--- config.mk ---
export PLATFORM = sky130hd
export DESIGN_NAME = cheri_cap_ld_seq
export DESIGN_NICKNAME = d
export VERILOG_FILES = /design/src/rtl/cheri_cap_ld_seq.sv
export SDC_FILE = /design/constraint.sdc
export NUM_CORES = 1
export LEC_CHECK = 0
export ABC_AREA = 1
export BUFFER_PORTS_ARGS = -buffer_cell sky130_fd_sc_hd__buf_2
export CAP_MARGIN = 20
export CORE_MARGIN = 2
export CORE_UTILIZATION = 50
export CTS_CLUSTER_DIAMETER = 60
export CTS_CLUSTER_SIZE = 28
export DETAILED_ROUTE_END_ITERATION = 16
export GPL_TIMING_DRIVEN = 0
export PLACE_DENSITY_LB_ADDON = 0.25
export SYNTH_ARGS = -nofsm -noshare
export SYNTH_HDL_FRONTEND = slang
export SYNTH_SLANG_ARGS = --single-unit
--- constraint.sdc ---
create_clock -name clk_i -period 2.7 [get_ports clk_i]
set_clock_uncertainty 0.1 [all_clocks]
set_input_delay 0.135 -clock clk_i [delete_from_list [all_inputs] [get_ports clk_i]]
set_output_delay 0.135 -clock clk_i [all_outputs]
set_load 0.005 [all_outputs]
--- src/rtl/cheri_cap_ld_seq.sv ---
// cheri_cap_ld_seq -- multicycle sequencer for CHERI capability loads (CLC).
//
// Sits behind the instruction decoder. When the decoder hands over a
// multicycle CLOAD_CAP, the sequencer:
//   - issues two 32-bit data-bus reads (addr, addr+4);
//   - collects the in-order responses;
//   - assembles the 64-bit capability and qualifies its tag;
//   - presents the result for one cycle with done_o.
//
// Optional feature (compile-time macro CHERI_CAP_LD_ALIGN_CHECK_EN):
//   When defined, a start whose address is not 8-byte aligned issues no bus
//   traffic. It completes on the next cycle with err_o=1, a zero tag and
//   zero data. When undefined, misaligned addresses are passed to the bus
//   unchanged.
//
// Ports:
//   clk_i, rst_ni          clock, asynchronous active-low reset
//   start_i                decoded CLOAD_CAP & multicycle & instruction valid
//   addr_i                 effective capability address (sampled on start)
//   lc_perm_i              load-capability permission (sampled on start)
//   kill_i                 pipeline flush, abandons the current operation
//   data_req_o/addr_o      data-bus request and address
//   data_gnt_i             request accepted
//   data_rvalid_i          response valid
//   data_rdata_i           response data
//   data_rtag_i            response tag
//   data_err_i             response bus error
//   busy_o                 sequencer not idle
//   done_o                 one-cycle result pulse
//   cap_lo_o/cap_hi_o      capability words (valid with done_o)
//   cap_tag_o              qualified tag (valid with done_o)
//   err_o                  bus error / misalignment (valid with done_o)

module cheri_cap_ld_seq #(
    parameter int DataAddrW      = 32,
    parameter int MaxOutstanding = 2
) (
    input  logic                 clk_i,
    input  logic                 rst_ni,
    input  logic                 start_i,
    input  logic [DataAddrW-1:0] addr_i,
    input  logic                 lc_perm_i,
    input  logic                 kill_i,
    output logic                 data_req_o,
    output logic [DataAddrW-1:0] data_addr_o,
    input  logic                 data_gnt_i,
    input  logic                 data_rvalid_i,
    input  logic [31:0]          data_rdata_i,
    input  logic                 data_rtag_i,
    input  logic                 data_err_i,
    output logic                 busy_o,
    output logic                 done_o,
    output logic [31:0]          cap_lo_o,
    output logic [31:0]          cap_hi_o,
    output logic                 cap_tag_o,
    output logic                 err_o
);

    typedef enum logic [2:0] {
        IDLE     = 3'd0,
        REQ_LO   = 3'd1,
        REQ_HI   = 3'd2,
        WAIT_RSP = 3'd3,
        DRAIN    = 3'd4,
        DONE     = 3'd5
    } state_e;

    state_e               state_q, state_d;
    logic [DataAddrW-1:0] addr_q;
    logic                 lc_perm_q;
    logic [1:0]           out_q, out_d;
    logic [1:0]           rsp_q, rsp_d;
    logic [31:0]          lo_q, hi_q;
    logic                 tag0_q, tag1_q, err_q;

    // Result registers that keep the last delivered result after DONE.
    logic [31:0]          hold_lo_q, hold_hi_q;
    logic                 hold_tag_q, hold_err_q;

    logic        at_limit;
    logic        gnt_fire;
    logic        rsp_fire;
    logic        err_now;
    logic        accept;
    logic        misalign;
    logic [31:0] res_lo, res_hi;
    logic        res_tag;

    `ifdef CHERI_CAP_LD_ALIGN_CHECK_EN
    assign misalign = (addr_i[2:0] != 3'b000);
    `else
    assign misalign = 1'b0;
    `endif

    assign at_limit = (out_q == 2'(MaxOutstanding));
    assign gnt_fire = data_req_o & data_gnt_i;
    // A response with nothing outstanding is spurious and dropped.
    assign rsp_fire = data_rvalid_i & (out_q != 2'd0);
    assign err_now  = err_q | (rsp_fire & data_err_i);
    assign accept   = (state_q == IDLE) & start_i & ~kill_i;
    assign out_d    = out_q + {1'b0, gnt_fire} - {1'b0, rsp_fire};
    assign rsp_d    = rsp_q + {1'b0, rsp_fire};

    // Request generation. Once an error is seen, the high word is not
    // requested; its slot is simply skipped.
    always_comb begin
        data_req_o  = 1'b0;
        data_addr_o = '0;
        case (state_q)
            REQ_LO: begin
                data_req_o  = ~at_limit;
                data_addr_o = addr_q;
            end
            REQ_HI: begin
                data_req_o  = ~at_limit & ~err_q;
                data_addr_o = addr_q + DataAddrW'(4);
            end
            default: ;
        endcase
    end

    always_comb begin
        state_d = state_q;
        case (state_q)
            IDLE: begin
                if (accept) state_d = misalign ? DONE : REQ_LO;
            end
            REQ_LO: begin
                if (kill_i)        state_d = DRAIN;
                else if (gnt_fire) state_d = REQ_HI;
            end
            REQ_HI: begin
                if (kill_i)        state_d = DRAIN;
                else if (err_now)  state_d = (out_d == 2'd0) ? DONE : WAIT_RSP;
                else if (gnt_fire) state_d = WAIT_RSP;
            end
            WAIT_RSP: begin
                if (kill_i)
                    state_d = DRAIN;
                else if ((rsp_d == 2'd2) || (err_now && (out_d == 2'd0)))
                    state_d = DONE;
            end
            DRAIN: begin
                if (out_d == 2'd0) state_d = IDLE;
            end
            DONE:    state_d = IDLE;
            default: state_d = IDLE;
        endcase
    end

    always_ff @(posedge clk_i or negedge rst_ni) begin
        if (!rst_ni) begin
            state_q <= IDLE;
            out_q   <= 2'd0;
        end else begin
            state_q <= state_d;
            out_q   <= out_d;
        end
    end

    // Operation context and response capture. Responses absorbed in DRAIN
    // belong to an abandoned operation and are not recorded.
    always_ff @(posedge clk_i or negedge rst_ni) begin
        if (!rst_ni) begin
            addr_q    <= '0;
            lc_perm_q <= 1'b0;
            rsp_q     <= 2'd0;
            lo_q      <= 32'd0;
            hi_q      <= 32'd0;
            tag0_q    <= 1'b0;
            tag1_q    <= 1'b0;
            err_q     <= 1'b0;
        end else if (accept) begin
            addr_q    <= addr_i;
            lc_perm_q <= lc_perm_i;
            rsp_q     <= 2'd0;
            lo_q      <= 32'd0;
            hi_q      <= 32'd0;
            tag0_q    <= 1'b0;
            tag1_q    <= 1'b0;
            err_q     <= misalign;
        end else if (rsp_fire && (state_q != DRAIN)) begin
            rsp_q <= rsp_d;
            if (rsp_q == 2'd0) begin
                lo_q   <= data_rdata_i;
                tag0_q <= data_rtag_i;
            end else begin
                hi_q   <= data_rdata_i;
                tag1_q <= data_rtag_i;
            end
            if (data_err_i) err_q <= 1'b1;
        end
    end

    // An errored load never exposes data or a valid tag.
    assign res_lo  = err_q ? 32'd0 : lo_q;
    assign res_hi  = err_q ? 32'd0 : hi_q;
    assign res_tag = tag0_q & tag1_q & lc_perm_q & ~err_q;

    always_ff @(posedge clk_i or negedge rst_ni) begin
        if (!rst_ni) begin
            hold_lo_q  <= 32'd0;
            hold_hi_q  <= 32'd0;
            hold_tag_q <= 1'b0;
            hold_err_q <= 1'b0;
        end else if (state_q == DONE) begin
            hold_lo_q  <= res_lo;
            hold_hi_q  <= res_hi;
            hold_tag_q <= res_tag;
            hold_err_q <= err_q;
        end
    end

    assign busy_o    = (state_q != IDLE);
    assign done_o    = (state_q == DONE);
    assign cap_lo_o  = done_o ? res_lo  : hold_lo_q;
    assign cap_hi_o  = done_o ? res_hi  : hold_hi_q;
    assign cap_tag_o = done_o ? res_tag : hold_tag_q;
    assign err_o     = done_o ? err_q   : hold_err_q;

endmodule

==> impl_results.md <==
- Clock slew at reported path FFs: 0.07 ns
- Register area share after synthesis: roughly half
- Synth warnings: 0
- Drt drc: 0
- Worst-path maximum fanout: 6
- Place WS: approximately 0.043 ns
- Peak supply drop: about 0.6 mV
- GP Congestion: about 0.9
- Outcome: completed
- Final nets: approximately 1.4k
- RSZ-0062 raised after global routing: false
- FILL cells: 1407
- DR vias/cell: between 5 and 6
- EDFF count, synth: 0
- Maxcap violations: 0
- Netlist cell types: 38
- Number of max-slew violations in the final report: 0
- Initial antenna violation count: 0
- Final setup viols: 0
- Fraction of layout cells with a size suffix above 1: a little over a quarter
- Cell area after synthesis: roughly 8500 µm²
- Vias: approximately 7.8k
- Port buffer count: 173
- Hold Violations, Final: 0
- Leak: 5.595 nW
- First-pass iteration count of the detailed router: 5
- Max frequency: between 300 and 400 MHz
- Flops & latches, synth: about 170
- CTS tree: done
- Vias in the first global route: roughly 8k
- Area grow syn2layout: 28.72%
- Pwr dens: ~1000 nW/µm²
- ANT nets after route: 0
- Final WL: ~23 mm
- Boundary Pins: 174
- Global-route wire length before repair: 37.82 mm
- Setup_tns: 0 ns
- Worst EP required: around 2.5 ns
- Clock Latency Late Sink: approximately 0.43 ns
- Die span in x: 134.4 µm
- Largest net degree at the start of global routing: between 100 and 150
- Mapped Avg Cell Area: roughly 8.2 µm²
- Synth Instances: roughly 1.0k
- Syn nets: roughly 1.1k
- CTS Sinks: between 150 and 200
- Final period util: a little over nine tenths
- Worst-Margin Slew: 0.6309 ns
- Total congestion overflow: 0
- Post-DP HPWL: 15.91 mm
- Slew HR: between 50 and 60%
- Crit. End Element: primary output
- Die footprint: 18060 µm²
- Core ar.: 16580 µm²
- Worst hold margin: approximately 0.013 ns
- H-tree depth: 4
- Crit path arrival time: roughly 2.3 ns
- Post-DR wirelength/cell: between 15 and 20 µm
- Antenna diodes: 0
- Worst min path class: input port to flop
- Die Y: 134.4 µm
- CTS Buffer Depth: 2
- Initial Util: slightly above 50%
- Asr flop ratio synth: between 90% and 100%
- Tot Pwr: approximately 11 mW
- Site Rows: 47
- Startpoint Class: flop
- Setup CP Type: flop to primary output
- Num CTS Buffers: 17
- Clock root buffer: clkbuf_16
- Final WS setup: approximately 0.12 ns
- DR iter-0 viols: about 400
- Final min period: 2.580 ns
- All-Layer GR Usage: 26.69%
- Synth Flop Type: dfrtp_1
synth_stat cells (2+ instances only):
library cell | count | area share (%)
nand2_1 | 294 | 13
dfrtp_1 | 173 | 51
nor2_1 | 72 | 3.2
nor2_2 | 5 | 0.37
a21oi_1 | 11 | 0.65
clkbuf_1 | 7 | 0.31
buf_4 | 6 | 0.53
nand3_1 | 38 | 2.2
nand3_2 | 3 | 0.35
nor3_2 | 3 | 0.35
nand4_1 | 7 | 0.52
nor3_1 | 12 | 0.71
nor2_4 | 4 | 0.53
o21ai_2 | 59 | 6.1
ha_1 | 4 | 0.59
or2_2 | 2 | 0.15
buf_2 | 15 | 0.88
a21o_1 | 2 | 0.18
o21ai_1 | 45 | 2.6
o22ai_1 | 4 | 0.29
o21ai_0 | 73 | 4.3
inv_2 | 9 | 0.40
buf_6 | 13 | 1.7
nand2_2 | 7 | 0.52
o21bai_1 | 3 | 0.26
inv_1 | 152 | 6.7
nand2_4 | 2 | 0.26
xor2_1 | 4 | 0.41
cell usage in the layout, fill, tap and decap left out, types with 4 or more instances in the layout:
cell	Yosys	layout
nor2_1	72	71
xor2_1	4	4
nand4_1	7	7
inv_6	1	5
buf_4	6	8
ha_1	4	4
nor3_1	12	12
o21ai_0	73	73
clkbuf_16	0	17
o22ai_1	4	4
nand2_1	294	293
nor2_2	5	5
clkbuf_1	7	8
dlygate4sd3_1	0	68
o21ai_1	45	45
inv_1	152	150
nand3_1	38	38
dfrtp_1	173	171
inv_2	9	9
nor2_4	4	5
a21oi_1	11	11
buf_2	15	187
o21ai_2	59	59
nand2_2	7	7
buf_6	13	13
state kept, by name (all words and copies together) (netlist names), 2 cells and up:
name / cells
rsp_q: 2
hi_q: 32
out_q: 2
addr_q: 32
hold_hi_q: 32
lo_q: 32
hold_lo_q: 32
state_q: 3
where the power goes:
part	total (mW)	switching [mW]	internal (mW)
clock	2.28	1.04	1.23
combinational	4.76	2.93	1.83
sequential	4.36	0.582	3.77
area by class of cell:
| cell class | count | area, µm² | share of cell area, % |
|---|---|---|---|
| inverter | 162 | 620.6 | 5.672 |
| buffer | 43 | 304.0 | 2.779 |
| tap | 220 | 275.3 | 2.516 |
| clock buffer | 20 | 456.7 | 4.174 |
| sequential | 173 | 4332 | 39.59 |
| timing repair buffer | 244 | 1599 | 14.61 |
| multi-input combinational | 661 | 3269 | 29.88 |
| clock inverter | 11 | 85.08 | 0.7776 |
per-stage QoR:
stage / cell area, µm² / util, % / std cells
after global placement: 9642 / 58.14 / 1432
after floorplan: 8501 / - / 1039
after global routing: 10940 / 65.98 / 1534
final: 10940 / 65.98 / 1534
after detailed placement: 9679 / 58.37 / 1433
after CTS: 10900 / 65.74 / 1532
critical path, cell delays in order, from the launching register on:
cell	delay [ns]
dfrtp_2	0.45
ha_1	0.25
nand2_1	0.10
inv_1	0.11
nand2_1	0.09
nor2_2	0.17
nand2_2	0.12
nor2_4	0.15
nand2_1	0.06
nand2_1	0.06
nand3_1	0.06
o21ai_0	0.13
buf_2	0.17
per-layer routing:
metal	vias to the layer above	global-route usage, %	share of wire [%]
li1	3792	-	-
met2	266	45.07	49
met4	0	9.006	2.0
met5	-	0	0
met1	3655	34.31	43
met3	37	5.593	5.9
final timing paths:
path / from / end / slack, ns / cells past startpoint
setup / recovery: addr_q[2] / data_addr_o[26] / 0.12 / 12
hold / removal: data_gnt_i / state_q[0] / 0.01 / 6
setup reg to reg: state_q[2] / state_q[2] / 0.18 / 20
hold reg to reg: hold_lo_q[13] / hold_lo_q[13] / 0.37 / 2
max in group asynchronous: rst_ni / lo_q[21] / 1.45 / 3
min in group asynchronous: rst_ni / hold_lo_q[3] / 0.09 / 2
logic make-up (layout without fill, tap and decap cells):
kind of cell / after synthesis / in the layout / synth area share, %
AND/OR/NAND/NOR: 449 / 449 / 22.15
buffers and inverters: 205 / 480 / 10.79
AO/OA/AOI/OAI: 203 / 203 / 14.95
flip-flops: 173 / 173 / 50.93
adder cells (fa/ha/maj): 4 / 4 / 0.5888
XOR/XNOR: 4 / 4 / 0.4121
multiplexers: 1 / 1 / 0.1766
what timing repair did:
action	4_1_cts	5_1_grt
setup endpoints to repair	0	7
buffers inserted	0	2
hold buffers	68	0
gates resized for setup	0	11
hold endpoints to repair	150	0
Note: power is estimated with default switching activity, not from simulation.
